[config.mk]
export PLATFORM = sky130hd
export DESIGN_NAME = act_wr_port_pp
export DESIGN_NICKNAME = d
export VERILOG_FILES = /design/src/rtl/act_wr_port_pp_pkg.sv /design/src/rtl/act_wr_port_pp_tracker.sv /design/src/rtl/act_wr_port_pp.sv
export SDC_FILE = /design/constraint.sdc
export NUM_CORES = 1
export LEC_CHECK = 0
export CAP_MARGIN = 20
export CORE_AREA = 10 10 327 329
export CTS_BUF_LIST = sky130_fd_sc_hd__clkbuf_8
export CTS_CLUSTER_SIZE = 14
export DETAILED_ROUTE_END_ITERATION = 10
export DIE_AREA = 0 0 337 339
export HOLD_SLACK_MARGIN = 0.02
export PLACE_DENSITY_LB_ADDON = 0.15
export SLEW_MARGIN = 15
export SYNTH_ARGS = -nofsm -noshare
export SYNTH_HDL_FRONTEND = slang
export SYNTH_SLANG_ARGS = --single-unit
[constraint.sdc]
create_clock -name clk -period 11.7 [get_ports clk]
set_input_delay 2.34 -clock clk [delete_from_list [all_inputs] [get_ports clk]]
set_output_delay 2.34 -clock clk [all_outputs]
set_load 0.01 [all_outputs]
[src/rtl/act_wr_port_pp_pkg.sv]
// Shared types and helpers for the ping/pong activation SRAM write port.
// Consumed by act_wr_port_pp and act_pp_tracker.
package act_pkg;

  localparam int DATA_W_DEF = 256;
  localparam int BANK_W_DEF = 128;
  localparam int NL         = DATA_W_DEF / BANK_W_DEF;
  localparam int SET_NUM    = 2;

  // Upper bounds for the lane helper so one function serves every parameterisation.
  localparam int MAX_DATA_W = 1024;
  localparam int MAX_BANK_W = 512;

  typedef enum logic [1:0] {
    IDLE  = 2'd0,
    BURST = 2'd1,
    DONE  = 2'd2
  } state_t;

  // Lane l of a beat, right-aligned; the caller keeps the low bank_w bits.
  function automatic logic [MAX_BANK_W-1:0] lane_of(input logic [MAX_DATA_W-1:0] beat,
                                                    input int l,
                                                    input int bank_w);
    logic [MAX_DATA_W-1:0] shifted;
    shifted = beat >> (l * bank_w);
    return shifted[MAX_BANK_W-1:0];
  endfunction

endpackage

[src/rtl/act_wr_port_pp_tracker.sv]
// Ping/pong set occupancy: which set is being written, which sets await release,
// and whether the current target set is blocked.
module act_pp_tracker
  import act_pkg::*;
(
  input  logic               clk,
  input  logic               rst,
  input  logic               fill,
  input  logic [SET_NUM-1:0] rel_i,
  output logic               wr_set,
  output logic [SET_NUM-1:0] set_full,
  output logic               stall
);

  logic               r_wr_set;
  logic [SET_NUM-1:0] r_set_full;
  logic [SET_NUM-1:0] w_full_nxt;

  // A fill wins over a release of the same set: that set was empty, so the release is stale.
  always_comb begin
    // NOTE: the default assignment first keeps every path driven, so no latch is inferred.
    w_full_nxt = r_set_full;
    for (int s = 0; s < SET_NUM; s++) begin
      if (fill && (r_wr_set == 1'(s))) begin
        w_full_nxt[s] = 1'b1;
      end else if (rel_i[s]) begin
        w_full_nxt[s] = 1'b0;
      end
    end
  end

  // NOTE: state registers use non-blocking assignments so every flop samples pre-edge values.
  always_ff @(posedge clk or posedge rst) begin
    if (rst) begin
      r_wr_set   <= 1'b0;
      r_set_full <= '0;
    end else begin
      r_set_full <= w_full_nxt;
      if (fill) begin
        r_wr_set <= ~r_wr_set;
      end
    end
  end

  assign wr_set   = r_wr_set;
  assign set_full = r_set_full;
  assign stall    = r_set_full[r_wr_set];

endmodule

[src/rtl/act_wr_port_pp.sv]
// Activation SRAM write port with ping/pong bank sets and release-based back-pressure.
// Optional ACT_WR_PORT_FLUSH_EN adds flush/fill_addr to hand over a partially written set.
module act_wr_port_pp
  import act_pkg::*;
#(
  parameter int BANK_W        = BANK_W_DEF,
  parameter int DATA_W        = NL * BANK_W_DEF,
  parameter int ADDR_W        = 15,
  parameter int ADDR_STEP     = 16,
  parameter int PP_ADDR_LIMIT = 32752,
  parameter int CNT_W         = 13
) (
  input  logic                                        clk,
  input  logic                                        rst,
  input  logic                                        start,
  input  logic [CNT_W-1:0]                            tran_time,
  input  logic                                        data_valid,
  input  logic [DATA_W-1:0]                           data_i,
  output logic                                        data_ready,
  output logic                                        done,
  input  logic [SET_NUM-1:0]                          rel_i,
  output logic [SET_NUM-1:0]                          set_full,
  output logic                                        wr_set,
`ifdef ACT_WR_PORT_FLUSH_EN
  input  logic                                        flush,
  output logic [ADDR_W-1:0]                           fill_addr,
`endif
  output logic [SET_NUM*(DATA_W/BANK_W)-1:0]          bce,
  output logic [SET_NUM*(DATA_W/BANK_W)*ADDR_W-1:0]   bwaddr,
  output logic [SET_NUM*(DATA_W/BANK_W)*BANK_W-1:0]   bwdata
);

  localparam int LANES = DATA_W / BANK_W;
  localparam int BANKS = SET_NUM * LANES;

  state_t                   r_state;
  state_t                   w_state_nxt;
  logic [CNT_W-1:0]         r_cnt;
  logic [ADDR_W-1:0]        r_addr;
  logic [BANKS-1:0]         r_bce;
  logic [BANKS*ADDR_W-1:0]  r_bwaddr;
  logic [BANKS*BANK_W-1:0]  r_bwdata;

  logic                     w_ready;
  logic                     w_accept;
  logic                     w_at_limit;
  logic                     w_flush_fire;
  logic                     w_fill;
  logic                     w_stall;
  logic                     w_wr_set;
  logic [BANKS-1:0]         w_set_mask;
  logic [MAX_DATA_W-1:0]    w_beat_ext;
  logic [BANKS*BANK_W-1:0]  w_lanes;

  assign w_ready    = (r_state == BURST) && !w_stall;
  assign w_accept   = data_valid && w_ready;
  assign w_at_limit = (r_addr == ADDR_W'(PP_ADDR_LIMIT));

`ifdef ACT_WR_PORT_FLUSH_EN
  // A start in the same cycle takes priority; an empty set has nothing to hand over.
  assign w_flush_fire = (r_state == IDLE) && !start && flush && (r_addr != '0);
`else
  assign w_flush_fire = 1'b0;
`endif

  assign w_fill = (w_accept && w_at_limit) || w_flush_fire;

  act_pp_tracker u_tracker (
    .clk      (clk),
    .rst      (rst),
    .fill     (w_fill),
    .rel_i    (rel_i),
    .wr_set   (w_wr_set),
    .set_full (set_full),
    .stall    (w_stall)
  );

  // FSM state register.
  always_ff @(posedge clk or posedge rst) begin
    if (rst) begin
      r_state <= IDLE;
    end else begin
      r_state <= w_state_nxt;
    end
  end

  always_comb begin
    w_state_nxt = r_state;
    done        = 1'b0;
    case (r_state)
      IDLE: begin
        if (start) begin
          w_state_nxt = (tran_time == '0) ? DONE : BURST;
        end else if (w_flush_fire) begin
          w_state_nxt = DONE;
        end
      end
      BURST: begin
        if (w_accept && (r_cnt == CNT_W'(1))) begin
          w_state_nxt = DONE;
        end
      end
      DONE: begin
        done        = 1'b1;
        w_state_nxt = IDLE;
      end
      default: w_state_nxt = IDLE;
    endcase
  end

  // Enables for the set being written, and each lane replicated into both sets.
  always_comb begin
    w_set_mask = '0;
    w_beat_ext = '0;
    w_lanes    = '0;
    w_beat_ext[DATA_W-1:0] = data_i;
    for (int b = 0; b < BANKS; b++) begin
      w_set_mask[b] = ((b / LANES) == int'(w_wr_set));
    end
    for (int l = 0; l < LANES; l++) begin
      w_lanes[l*BANK_W +: BANK_W]           = BANK_W'(lane_of(w_beat_ext, l, BANK_W));
      w_lanes[(LANES+l)*BANK_W +: BANK_W]   = BANK_W'(lane_of(w_beat_ext, l, BANK_W));
    end
  end

  // Datapath: counter, persistent set address and the registered SRAM interface.
  always_ff @(posedge clk or posedge rst) begin
    if (rst) begin
      r_cnt    <= '0;
      r_addr   <= '0;
      r_bce    <= '0;
      r_bwaddr <= '0;
      r_bwdata <= '0;
    end else begin
      r_bce <= '0;
      if ((r_state == IDLE) && start) begin
        r_cnt <= tran_time;
      end
      if (w_accept) begin
        r_bce    <= w_set_mask;
        r_bwaddr <= {BANKS{r_addr}};
        r_bwdata <= w_lanes;
        r_cnt    <= r_cnt - CNT_W'(1);
        r_addr   <= w_at_limit ? '0 : r_addr + ADDR_W'(ADDR_STEP);
      end
      if (w_flush_fire) begin
        r_addr <= '0;
      end
    end
  end

`ifdef ACT_WR_PORT_FLUSH_EN
  logic [ADDR_W-1:0] r_fill_addr;

  // Last address actually written into the set being handed over.
  always_ff @(posedge clk or posedge rst) begin
    if (rst) begin
      r_fill_addr <= '0;
    end else if (w_flush_fire) begin
      r_fill_addr <= r_addr - ADDR_W'(ADDR_STEP);
    end
  end

  assign fill_addr = r_fill_addr;
`endif

  assign data_ready = w_ready;
  assign wr_set     = w_wr_set;
  assign bce        = r_bce;
  assign bwaddr     = r_bwaddr;
  assign bwdata     = r_bwdata;

endmodule

==> results.md, run 1 <==
* Outcome: completed
* Area of the multi-input gates at 3900 sq um
* Fillers at around 11000
* Slew @ Worst Pin at 0.953 ns
* Post-synth EDFFs at 0
* Clock share of power at between 20% and 30%
* CTS tree: done
* Post-Syn Area at around 14000 sq um
* GPL Wtd Cong at ~0.75
* Max VDD drop at 0.0818 mV
* CTS sink count at 298
* Core Region at 99900 sq um
* Die width at 337 um
* Synth Warn # at 0
* Die Y at 339 um
* Share of layout cells above drive strength 1 at 4.86%
* Final ANT Viol Nets at 0
* Worst reg2reg path depth at 6
* Switch Pwr at 1.69 mW
* Final wirelength at 65300 um
* Clock Skews at roughly 0.044 ns
* DRT Pass-1 Iters at 4
* Distinct cell type count after synthesis at 41
* Dpl hpwl at a little over 50000 um
* Post-route cell area at 22800 sq um
* Largest net degree at the start of global routing at 98
* Gr ovfl total at 0
* # nets final at 2435
* Max-Cap Viols at 0
* Power Internal at ~3 mW
* Syn avg cell area at slightly below 9 sq um
* Final setup viols at 0
* Flop-to-flop setup slack at 8.18 ns
* Crit Path Class: primary input to register
* Rows at 116
* Critical Path Start: data_valid
* Fin. max-slew vios at 0
* Clk buf depth at 3
* Initial core utilization at 13.9%
* #FFs+latches synth at ~300
* CTS resizes at 0
* Clk Latency, worst-skew pair at 0.68 ns
* Clock transition at the registers of the reported paths at 0.06 ns
* Mapped Cells at 1602
* Gr usage total at 10.8%
* Clock root buffer master: clkbuf_8
* Reg-to-reg endpoint: bwdata[402]
* Post-CTS Setup Inserts at 0
* Vias in the first global route at 13392
* Reg area at approximately 7500 sq um
* Placed cell area at 21500 sq um
* Worst Hold Depth at 2
* Area growth, synth to finish at 63.9%
* CP Max Fanout at 82
* Hold_sp: bwdata[274]
* RSZ-0062 raised after global routing: no
* P per Cell Area at between 200 and 250 nW/um^2
* Worst setup EP type: register
* Die area at 114000 sq um
* Vias at about 12000
* Ports at between 800 and 900
* LEAKAGE at between 10 and 15 nW
* Share of the yosys chip area belonging to registers at 53.7%
* Switch share at 35.9%
* Comb power frac at 41.4%
* H-tree levels at 2
* Hold Violations, Final at 0
* Rel. slew slack at 36.4%
* HP Class: register to register
* Fin Setup TNS at 0 ns
* Port Buffers at 839
* Fmax at 195 MHz
* Cts hold-fix bufs at 0
* Critical path arrival at 5.71 ns
* CP Data Required Time at 12.28 ns
* Top FF cell, synth: dfrtp_1
* Synth async-reset ratio at 100%
* Crit start category: primary input
* Initial DRC count at 517
* RR Startpoint: r_state[1]
* Crit share post-route at 43.8%
* Inserted Clock Buffers at 60
* Final routed DRC violation total at 0
* First-pass GRT wire length at 93200 um
* Hold worst-path end: bwdata[274]
* Period minus WS final at 5.13 ns
* Sequential share of power at a little over a third
* Vias per cell at 3.45
* Per-cell routed wire length at 18.6 um
* Initial antenna violation count at 14
==> critical path, stage by stage <==
cell             delay (ns)
clkdlybuf4s50_1        0.40
nand3b_1               0.39
or2_4                  0.63
buf_4                  0.70
buf_4                  0.79
nand2_1                0.13
nand2_1                0.10
==> through the flow <==
stage	util, %	instances	power (mW)	hold slack [ns]	setup WS, ns
6_report	22.8	3506	4.72	0.512	6.57
5_1_grt	22.8	3506	5.04	0.529	6.33
4_1_cts	22.8	3499	4.86	0.516	6.59
3_5_place_dp	21.5	3393	3.68	0.494	5.87
3_3_place_gp	21.5	3393	3.68	0.487	5.91
2_1_floorplan	-	1617	2.59	0.452	1.13
==> worst max path at each step <==
stage / endpoint / slack (ns) / cells past startpoint
final: bwdata[402] / 6.57 / 7
after global routing: bwdata[379] / 6.33 / 7
after CTS: bwdata[402] / 6.59 / 7
after detailed placement: bwdata[402] / 5.87 / 7
after global placement: bwdata[376] / 5.91 / 7
after floorplan: bce[1] / 1.13 / 1
==> cells in the mapped netlist, types with 2 or more instances <==
master / instances / share of area [%]
o21a_1: 2 / 0.11
or4_4: 3 / 0.24
or3b_2: 2 / 0.13
nand2_1: 810 / 22
nand3b_1: 4 / 0.22
o32ai_1: 2 / 0.13
buf_4: 307 / 17
nor4_1: 8 / 0.36
buf_1: 3 / 0.081
xnor2_1: 9 / 0.57
clkbuf_1: 38 / 1.0
o21ai_0: 4 / 0.14
nor2_1: 23 / 0.62
nor3b_1: 5 / 0.27
nand3_1: 5 / 0.18
o211ai_1: 3 / 0.16
mux2_2: 2 / 0.16
a211oi_1: 4 / 0.22
a221o_1: 5 / 0.36
a31oi_1: 2 / 0.090
nor3_1: 4 / 0.14
ha_1: 3 / 0.27
nand4_1: 5 / 0.23
or2_2: 2 / 0.090
buf_2: 24 / 0.86
a311oi_1: 3 / 0.19
and4_1: 3 / 0.19
inv_1: 7 / 0.19
dfrtp_1: 298 / 54
==> state kept, by name, indices dropped and copies added (netlist names) <==
name and flops:
u_tracker.wr_set 1, bce 2, bwaddr 11, bwdata 256, u_tracker.set_full 2, r_cnt 13
r_state 2, r_addr 11
==> area by class of cell <==
cell class	instances	share of cell area (%)
Antenna cell	7	0.0770
Clock buffer	78	4.72
Clock inverter	28	0.759
Inverter	7	0.148
Multi-Input combinational cell	940	17.1
Sequential cell	298	32.8
Tap cell	1298	7.14
Timing Repair Buffer	850	37.3
==> power by group through the flow <==
stage	sequential [mW]	clock, mW	combinational [mW]
after floorplan	1.65	0	0.940
after global placement	1.67	0	2.01
after detailed placement	1.68	0	2.00
after CTS	1.67	1.19	2.01
after global routing	1.70	1.23	2.11
final	1.65	1.12	1.95
==> metal layers <==
metal	up-vias	track usage [%]	part of all wire [%]
met5	-	0	0.054
met4	4	3.16	2.1
met3	93	3.60	8.7
met2	537	20.7	53
met1	5718	10.9	36
li1	5735	-	-
==> kinds of logic after synthesis <==
logic type      Yosys count  share of synthesized area, %
fa+ha+maj                 3                         0.270
mux                       2                         0.162
xor+xnor                  9                         0.568
buf+inv                 379                          18.8
compound gates           30                          1.68
flops                   298                          53.7
simple gates            880                          24.9
other cells               1                        0.0270
==> layout by cell type (no fill, tap or decap), types with 7 or more instances in the layout <==
master	count
buf_4	11
nor4_1	8
xnor2_1	9
inv_1	28
clkdlybuf4s50_1	839
clkbuf_8	78
nand2_1	810
conb_1	16
nor2_1	22
diode_2	7
dfrtp_1	298
No activity file was read; power rests on OpenSTA's default activity.
==> inputs of run 2 (changes only) <==
- CORE_AREA: 10 10 327 329 -> 10 10 322 324
- DIE_AREA: 0 0 337 339 -> 0 0 332 334
- clock period: 11.7 -> 4.3 ns (I/O delays scaled with it)
==> run 2 against run 1 <==
Effect of this change: first-iteration DRC count decreased by 11%; die area decreased by 2.9%; register-to-register slack got worse by 6.2 ns; wire length decreased by 0.80%; clock skew decreased by 0.021 ns; combinational power increased to 2.8 times the previous value; sequential share of layout area decreased by 0.23 points; flip-flop and latch count unchanged; non-clock buffer count increased by 20; final area increased by 0.70%; critical path type is now register to output pin; sequential power increased to 2.7 times the previous value; setup slack got worse by 5.5 ns.
==> results.md, run 2 (synthesis gave the netlist of run 1 again) <==
* Final wirelength at 64800 um
* Hold Slack at 0.503 ns
* Vias per cell at roughly 3.5
* Die width at 332 um
* Core Region at 97600 sq um
* Initial DRC count at 462
* Critical path arrival at 2.34 ns
* Area growth, synth to finish at 65.0%
* Final ANT Viol Nets at 0
* Fin. max-slew vios at 0
* Post-CTS Setup Inserts at 0
* Setup crit end: data_ready
* Largest net degree at the start of global routing at roughly 120
* Die area at 111000 sq um
* P per Cell Area at around 560 nW/um^2
* Vias in the first global route at 13354
* Final routed DRC violation total at 0
* Vias at 12194
* Commonest non-fill, non-tap cell in the layout: clkdlybuf4s50_1
* CTS sink count at around 300
* CTS resizes at 0
* Clock Skews at 0.0223 ns
* Worst Hold Depth at 2
* LEAKAGE at 10.4 nW
* Per-cell routed wire length at 18.5 um
* GPL Wtd Cong at 0.748
* DRT Pass-1 Iters at 4
* Share of layout cells above drive strength 1 at about 5.8%
* Clock transition at the registers of the reported paths at 0.06 ns
* Port Buffers at 839
* RR Startpoint: r_state[1]
* Rows at 115
* Layout Cells excl Fill at 3508
* H-tree levels at 2
* Gr usage total at 11.1%
* Max VDD drop at 0.201 mV
* Ports at 856
* Dpl hpwl at 50700 um
* Max-Cap Viols at 0
* Placed cells at 3402
* First-pass GRT wire length at 94200 um
* Cts hold-fix bufs at 0
* Crit start category: register
* # nets final at 2454
* Hold Violations, Final at 0
* CTS tree: done
* Initial core utilization at 14.2%
* Initial antenna violation count at 7
* Clock root buffer master: clkbuf_8
* Fmax at 312 MHz
* Flop-to-flop setup slack at 2.00 ns
* Crit share post-route at between 70% and 80%
* Slew @ Worst Pin at roughly 0.81 ns
* Worst setup EP type: output pin
* Crit Path Class: register to output pin
* Period minus WS final at 3.20 ns
* Gr ovfl total at 0
* Critical Path Start: u_tracker.wr_set
* RSZ-0062 raised after global routing: no
* HP Class: register to register
* Rel. slew slack at 45.8%
* Reg-to-reg endpoint: r_cnt[11]
* Largest register FFs at 256
* Outcome: completed
* Most frequent cells in the layout: clkdlybuf4s50_1, nand2_1, dfrtp_1, clkbuf_8
* Worst reg2reg path depth at 4
* Clk Latency, worst-skew pair at 0.66 ns
* Inserted Clock Buffers at 59
* Die Y at 334 um
* Clk buf depth at 3
* CP Data Required Time at 3.44 ns
* Final core utilization at a little under a quarter
* Final setup viols at 0
* CP Max Fanout at 11
==> run 2: worst max-delay path: stages (launching register included) <==
cell and delay, ns:
dfrtp_1 0.45, mux2_2 0.48, nor2_1 0.15, clkdlybuf4s50_1 0.60
==> run 2: layout make-up <==
| cell class | instances | area [sq um] |
|---|---|---|
| timing repair buffer | 870 | 8760 |
| tap | 1287 | 1610 |
| clock buffer | 75 | 1030 |
| fill | 10535 | 74600 |
| clock inverter | 28 | 131 |
| sequential | 298 | 7460 |
| multi-input combinational | 940 | 3890 |
| inverter | 7 | 30.0 |
| antenna | 3 | 7.51 |
==> run 2: metrics by stage <==
stage                     power [mW]  TNS (ns)  setup WS [ns]  instance area [sq um]
after floorplan                 7.04   -154.69         -0.519                  13900
after global placement          10.1         0           1.11                  21700
after detailed placement        10.1         0           1.11                  21700
after CTS                       13.1         0          0.944                  22900
after global routing            13.6         0          0.905                  22900
final                           12.7         0           1.10                  22900
==> run 2: worst min path at each step <==
stage	from	to	slack [ns]
after floorplan	r_state[1]	r_state[1]	0.45
after global placement	r_state[1]	r_state[1]	0.48
after detailed placement	r_state[1]	r_state[1]	0.49
after CTS	r_state[1]	r_state[1]	0.50
after global routing	r_state[1]	r_state[1]	0.51
final	bwdata[373]	bwdata[373]	0.50
==> run 2: metal layers <==
layer | global-route usage, % | vias up | part of all wire (%)
met4 | 2.79 | 4 | 2.0
met3 | 4.11 | 87 | 8.3
met1 | 12.0 | 5810 | 38
met5 | 0 | - | 0.048
li1 | - | 5780 | -
met2 | 20.3 | 513 | 52
==> run 2: report_power, final <==
group          switching [mW]  internal, mW  total, mW
combinational            2.38          3.01       5.39
clock                    1.32          1.55       2.87
sequential              0.923          3.56       4.49
total                    4.62          8.13       12.7
==> inputs of run 3 (changes only) <==
- clock period: 4.3 -> 2.72 ns (I/O delays scaled with it)
==> run 3 against run 2 <==
Effect of this change: clock skew is 0.0030 ns higher; first-iteration DRC count rose by 20%; clock-buffer cell count rose by 3; final area increased by 0.55%; global-route usage is essentially flat; sequential power increased by 58%; setup slack got worse by 0.90 ns; power rose by 60%; worst hold slack worse by 0.19 ns; largest power group unchanged.
==> results.md, run 3 (synthesis gave the netlist of run 1 again) <==
* Fmax at 397 MHz
* Final ANT Viol Nets at 0
* Largest net degree at the start of global routing at about 110
* Clock root buffer master: clkbuf_8
* Cts hold-fix bufs at 0
* GPL Wtd Cong at 0.759
* Share of layout cells above drive strength 1 at 6.07%
* Port Buffers at 839
* Commonest non-fill, non-tap cell in the layout: clkdlybuf4s50_1
* Hold Violations, Final at 0
* CP Data Required Time at 2.18 ns
* Initial DRC count at ~550
* CTS tree: done
* Most Crowded Layer GR: met2
* Slowest cell delay on critical path at 0.46 ns
* LEAKAGE at 10.4 nW
* Crit Path Class: register to output pin
* Crit start category: register
* Die area at 111000 sq um
* Per-cell routed wire length at 18.4 um
* Max VDD drop at approximately 0.27 mV
* Vias in the first global route at ~13000
* Final core utilization at 23.6%
* Fin Setup TNS at 0 ns
* Core Region at 97600 sq um
* Vias at 12114
* Inserted Clock Buffers at 59
* Gr ovfl total at 0
* Final setup viols at 0
* Layout Cells excl Fill at about 3500
* P per Cell Area at 883 nW/um^2
* Outcome: completed
* Crit share post-route at 92.6%
* Initial core utilization at 14.2%
* Die Y at 334 um
* Ports at 856
* H-tree levels at 2
* Largest register FFs at between 200 and 300
* DRT Pass-1 Iters at 4
* First-pass GRT wire length at 94200 um
* Clk buf depth at 3
* CP delay by family, top: flip-flops
* Worst setup EP type: output pin
* Dpl hpwl at 51300 um
* Met3 usage at 4.34%
* RSZ-0062 raised after global routing: no
* Rows at 115
* Final worst setup slack at between 0.2 and 0.25 ns
* Final routed DRC violation total at 0
* Clock Skews at 0.0254 ns
* M1 GR Usage at 11.8%
* Critical Path Start: u_tracker.wr_set
* HP Class: primary input to async pin
* Post-CTS Setup Inserts at 0
* Initial antenna violation count at 5
* Sum of buffers and inverters on the critical path at 1
* Vias per cell at 3.45
* Die width at 332 um
* Area of the multi-input gates at 3900 sq um
* Reg area at 7460 sq um
* CTS resizes at 5
* Fillers at about 11000
* Clock transition at the registers of the reported paths at 0.06 ns
* Slew @ Worst Pin at between 0.6 and 0.7 ns
* Area growth, synth to finish at 65.9%
* RR Startpoint: r_cnt[1]
* Gr usage total at 11.1%
* Crit-path cells: mux2_4 -> nor2_1 -> clkdlybuf4s15_2
* # nets final at 2455
* Fin. max-slew vios at 0
* CP Max Fanout at 11
* Slowest CP cell: dfrtp_2
* Most frequent cells in the layout: clkdlybuf4s50_1, nand2_1, dfrtp_1, clkbuf_8, inv_1
* Final wirelength at 64700 um
* Rel. slew slack at 57.4%
* Period minus WS final at 2.52 ns
* Met2 GRT Util at 20.3%
* Clk Latency, worst-skew pair at approximately 0.67 ns
* Max-Cap Viols at 0
* Dpl ws at 0.242 ns
* Critical path arrival at ~2.0 ns
* Placed cells at 3403
* CTS sink count at just under 300
==> run 3: cell count changes in the layout (fill, tap and decap cells not counted), moves of 2 or more <==
cell and change:
buf_12 +5, buf_4 -4, clkbuf_8 +3, clkinv_2 +2, clkinvlp_4 -2, diode_2 +2
inv_1 +2
==> run 3: report_power, final <==
part           total (mW)  leakage (nW)  internal (mW)  switching, mW
sequential           7.09          3.64           5.63           1.46
combinational        8.60          6.09           4.81           3.79
clock                4.66         0.700           2.55           2.12
==> run 3: cell type report <==
| type | instances | area share [%] |
|---|---|---|
| Inverter | 7 | 0.130 |
| Clock buffer | 78 | 4.66 |
| Sequential cell | 298 | 32.4 |
| Multi-Input combinational cell | 940 | 16.9 |
| Clock inverter | 30 | 0.581 |
| Tap cell | 1287 | 6.99 |
| Timing Repair Buffer | 871 | 38.3 |
| Antenna cell | 5 | 0.0543 |
==> run 3: final timing paths <==
path	slack [ns]	cells after the start	endpoint
setup / recovery	0.20	3	data_ready
hold / removal	0.31	3	bwdata[358]
setup reg to reg	0.35	6	r_cnt[10]
hold reg to reg	0.50	2	bwdata[329]
max in group asynchronous	1.70	4	u_tracker.wr_set
min in group clk	0.40	3	bwdata[418]
==> run 3: metrics by stage <==
stage          hold slack (ns)  total power, mW  instance area [sq um]
6_report                 0.308             20.4                  23000
3_5_place_dp             0.488             16.0                  21800
4_1_cts                  0.206             20.9                  23000
5_1_grt                  0.271             21.7                  23000
3_3_place_gp             0.489             16.0                  21800
2_1_floorplan            0.452             11.1                  13900
==> run 3: per-layer routing <==
layer,up-vias,part of all wire [%]
met4,2,1.6
met3,70,8.6
met1,5742,37
li1,5786,-
met5,-,0.017
met2,514,53
==> run 3: worst register-to-register path, stage by stage (launching register included) <==
cell and delay, ns:
dfrtp_1 0.39, inv_1 0.11, ha_1 0.19, nor3b_1 0.55
or3b_2 0.56, o311ai_0 0.30, o211ai_1 0.15
==> variant 1, RTL diff (config.mk and constraints of run 2) <==
The option `ACT_WR_PORT_FLUSH_EN` is turned on by a define.
--- a/src/rtl/act_wr_port_pp.sv
+++ b/src/rtl/act_wr_port_pp.sv
@@ -1,4 +1,6 @@
 // Activation SRAM write port with ping/pong bank sets and release-based back-pressure.
 // Optional ACT_WR_PORT_FLUSH_EN adds flush/fill_addr to hand over a partially written set.
+`define ACT_WR_PORT_FLUSH_EN
+
 module act_wr_port_pp
   import act_pkg::*;
Ports: changed (added fill_addr and flush); port bits go from 856 to 872. The function was not compared with the original's and may differ.
==> variant 1 against run 2 <==
  * Final area is 3.5% higher
  * Hold slack worse by 0.020 ns
  * Via count is 5.5% higher
  * Routed wire length is 4.4% higher
  * Synthesized cell count is 4.6% higher
  * Register-to-register slack worse by 0.12 ns
  * Setup slack better by 0.086 ns
  * Cell count is 2.2% higher
  * Combinational power is 75% higher
  * Clock skew is 0.0078 ns higher
  * Total power is 44% higher
  * Synthesized area is 5.1% higher
  * Sequential cell count is 11 higher
  * Largest cell class unchanged
==> variant 1: results (changes against run 2) <==
[logic_synthesis]
yosys.area_share.xor_xnor_pct=1.02  ; +0.45 points
synthAdderAreaFrac_pct=0.429  ; +0.16 points
ys_seq_area_share_pct=53.0  ; -0.72 points
synth_area_leaders=dfrtp_1 53%, nand2_1 21%, buf_4 16%
synth_compound_area_share_pct=2.04  ; +0.36 points

[route]
dr.first_iter.drc_count=470  ; +1.7%
wl_met2_mm=35.7  ; +6.6%
highest_layer=met4
vias=12870  ; +5.5%

[global_route]
grtUsageMet1_pct=11.9  ; -0.11 points
grt_pass1_vias=14081  ; +5.4%
met3_usage_pct=4.52  ; +0.42 points
grt_use_met2_pct=21.3  ; +1.0 points

[cells_and_area]
nFillCells=10529  ; -0.057%
nNetsFinal=2532  ; +3.2%
fin_cells=3585  ; +2.2%

[setup_path]
critPathArrivalTime_ns=2.26  ; -0.08 ns
r2r_end=fill_addr[13]$_DFFE_PP0P_
cp_max_fo=9  ; -2
r2r_slack_ns=1.88  ; -0.12 ns

[clocking]
clkLatencyLatePin_ns=0.62  ; -0.04 ns
cts_buffers=67  ; +14%

[pwr]
ir_drop_mv=0.328  ; +63%
comb-power_w=0.00944  ; +75%

[place]
place_area_mm2=0.0224  ; +3.2%
dpl.hpwl_mm=52.8  ; +4.2%
dp.cells=3469  ; +2.0%

[run_status]
run_status=complete, no violations

[hold_path]
min_to=fill_addr[5]$_DFFE_PP0P_

variant 1: changes by cell type after synthesis, moves of 7 or more:
cell	delta
a21oi_1	+7
mux2_2	+9
buf_2	-16
dfrtp_1	+11
clkbuf_1	+19
nor3_1	+7
variant 1: layout make-up:
| class | instances | area (um2) | share of cell area (%) |
|---|---|---|---|
| antenna | 6 | 15.0 | 0.0633 |
| clock buffer | 80 | 1100 | 4.64 |
| clock inverter | 30 | 168 | 0.707 |
| inverter | 12 | 48.8 | 0.206 |
| multi-input combinational | 991 | 4290 | 18.1 |
| sequential | 309 | 7730 | 32.6 |
| tap | 1287 | 1610 | 6.79 |
| timing repair buffer | 870 | 8750 | 36.9 |
variant 1: worst reg2reg max path: stages (launching register included):
cell,delay [ns]
dfrtp_1,0.47
inv_1,0.17
ha_1,0.22
nor3b_1,0.13
a31o_2,0.30
nor2_1,0.40
buf_4,0.27
mux2_2,0.35
==> variant 2, RTL diff (settings of run 2) <==
Made on the original files. Change the parameter `CNT_W` from 13 to 9.
--- a/src/rtl/act_wr_port_pp.sv
+++ b/src/rtl/act_wr_port_pp.sv
@@ -9,5 +9,5 @@
   parameter int ADDR_STEP     = 16,
   parameter int PP_ADDR_LIMIT = 32752,
-  parameter int CNT_W         = 13
+  parameter int CNT_W         = 9
 ) (
   input  logic                                        clk,
Ports: changed (resized tran_time); port bits go from 856 to 852. The function was not compared with the original's and may differ.
==> variant 2 against run 2 <==
  * Sequential cell count down 4
  * Synthesized cell count shrank 1.3%
  * Total power down 4.2%
  * Synthesized area shrank 0.35%
  * Routed wire length fell by 0.29%
  * Final area shrank 1.2%
  * Setup slack got worse by 0.012 ns
  * Hold slack lost 0.0077 ns
  * Clock power rose by 3%
  * Sequential share of layout area down 0.052 points
  * Critical path type unchanged
  * Largest cell class unchanged
  * Highest routed layer is now met4
==> variant 2: results (changes against run 2) <==
[run_status]
run_status=complete, no violations

[logic_synthesis]
synth_commonest_cells=813 x nand2_1, 307 x buf_4, 294 x dfrtp_1
synth_compound_area_share_pct=1.57  ; -0.10 points
muxShareOfSynthArea_pct=0.108  ; -0.054 points
synth_top_family_by_area=simple AND/OR/NAND/NOR gates
postSynthCellCount=1581  ; -1.3%
synthAdderAreaFrac_pct=0.271  ; +0.00095 points
ys_seq_area_share_pct=53.2  ; -0.53 points
synthDistinctLibCells=48  ; +17%
synth_area_leaders=dfrtp_1 53%, nand2_1 22%, buf_4 17%

[place]
dpl.hpwl_mm=50.7  ; about the same
dp.cells=3376  ; -0.76%
gp_congestion=0.758  ; +1.4%
place_area_mm2=0.0214  ; -1.5%
dpl_worst_slack_ns=1.25  ; +0.134 ns
io_buffers=835  ; -0.48%

[hold_path]
worstHoldStart=r_addr[14]$_DFFE_PP0N_
min_to=r_addr[14]$_DFFE_PP0N_
whs_path_depth=1  ; -1

[global_route]
grt_max_degree=117  ; -5.6%
grtUsageTotal_pct=11.0  ; -0.081 points
grt_pass1_vias=12874  ; -3.6%
grt_antenna_before_repair=9  ; +2
grt_pass1_wl_mm=93.1  ; -1.1%

[sta]
timing.fmax_mhz=311  ; -0.38%
worstMarginPinSlew_ns=1.01  ; +0.197 ns
finClkSkew_ns=0.0225  ; +0.000161 ns
fin_hold_ws_ns=0.495  ; -0.00770 ns

[clocking]
clkLatencyLatePin_ns=0.64  ; -0.02 ns
hold_buffers=0  ; unchanged

[route]
dr.first_iter.drc_count=506  ; +9.5%
routed_wirelength_mm=64.6  ; -0.29%
vias_per_cell=3.40  ; -2.3%
vias=11851  ; -2.8%

[cells_and_area]
nNetsFinal=2424  ; -1.2%
nFillCells=10606  ; +0.67%
drive_gt1_share_pct=5.29  ; -0.53 points

[setup_path]
timing.rr.start=u_tracker.wr_set$_DFFE_PP0N_
r2r_slack_ns=2.00  ; about the same
rr_worst_depth=5  ; +1
cp_max_fo=7  ; -4
r2r_end=bwdata[293]$_DFFE_PP0N_

[pwr]
power_leakage_nw=10.3  ; -0.67%
sw_frac_of_total_pct=35.0  ; -1.3 points
ir_drop_mv=0.162  ; -20%

[variant 2: per-layer routing]
metal / part of all wire, % / track usage [%]
met1: 37 / 11.7
met2: 54 / 20.5
met3: 7.0 / 3.58
met4: 1.8 / 3.35
met5: 0 / 0
[variant 2: power groups by stage]
stage / Combinational [W] / Sequential [W] / Clock, W
after floorplan: 0.00227 / 0.00436 / 0
after global placement: 0.00500 / 0.00443 / 0
after detailed placement: 0.00498 / 0.00446 / 0
after CTS: 0.00499 / 0.00443 / 0.00314
after global routing: 0.00523 / 0.00450 / 0.00325
final: 0.00487 / 0.00438 / 0.00296
[variant 2: layout make-up]
type                       count  area, um2  area share, %
timing repair buffer         864       8660           38.3
sequential                   294       7360           32.5
multi-input combinational    925       3770           16.6
tap                         1287       1610           7.11
clock buffer                  75       1030           4.56
clock inverter                29        166          0.735
inverter                       6       26.3          0.116
antenna                        9       22.5         0.0994
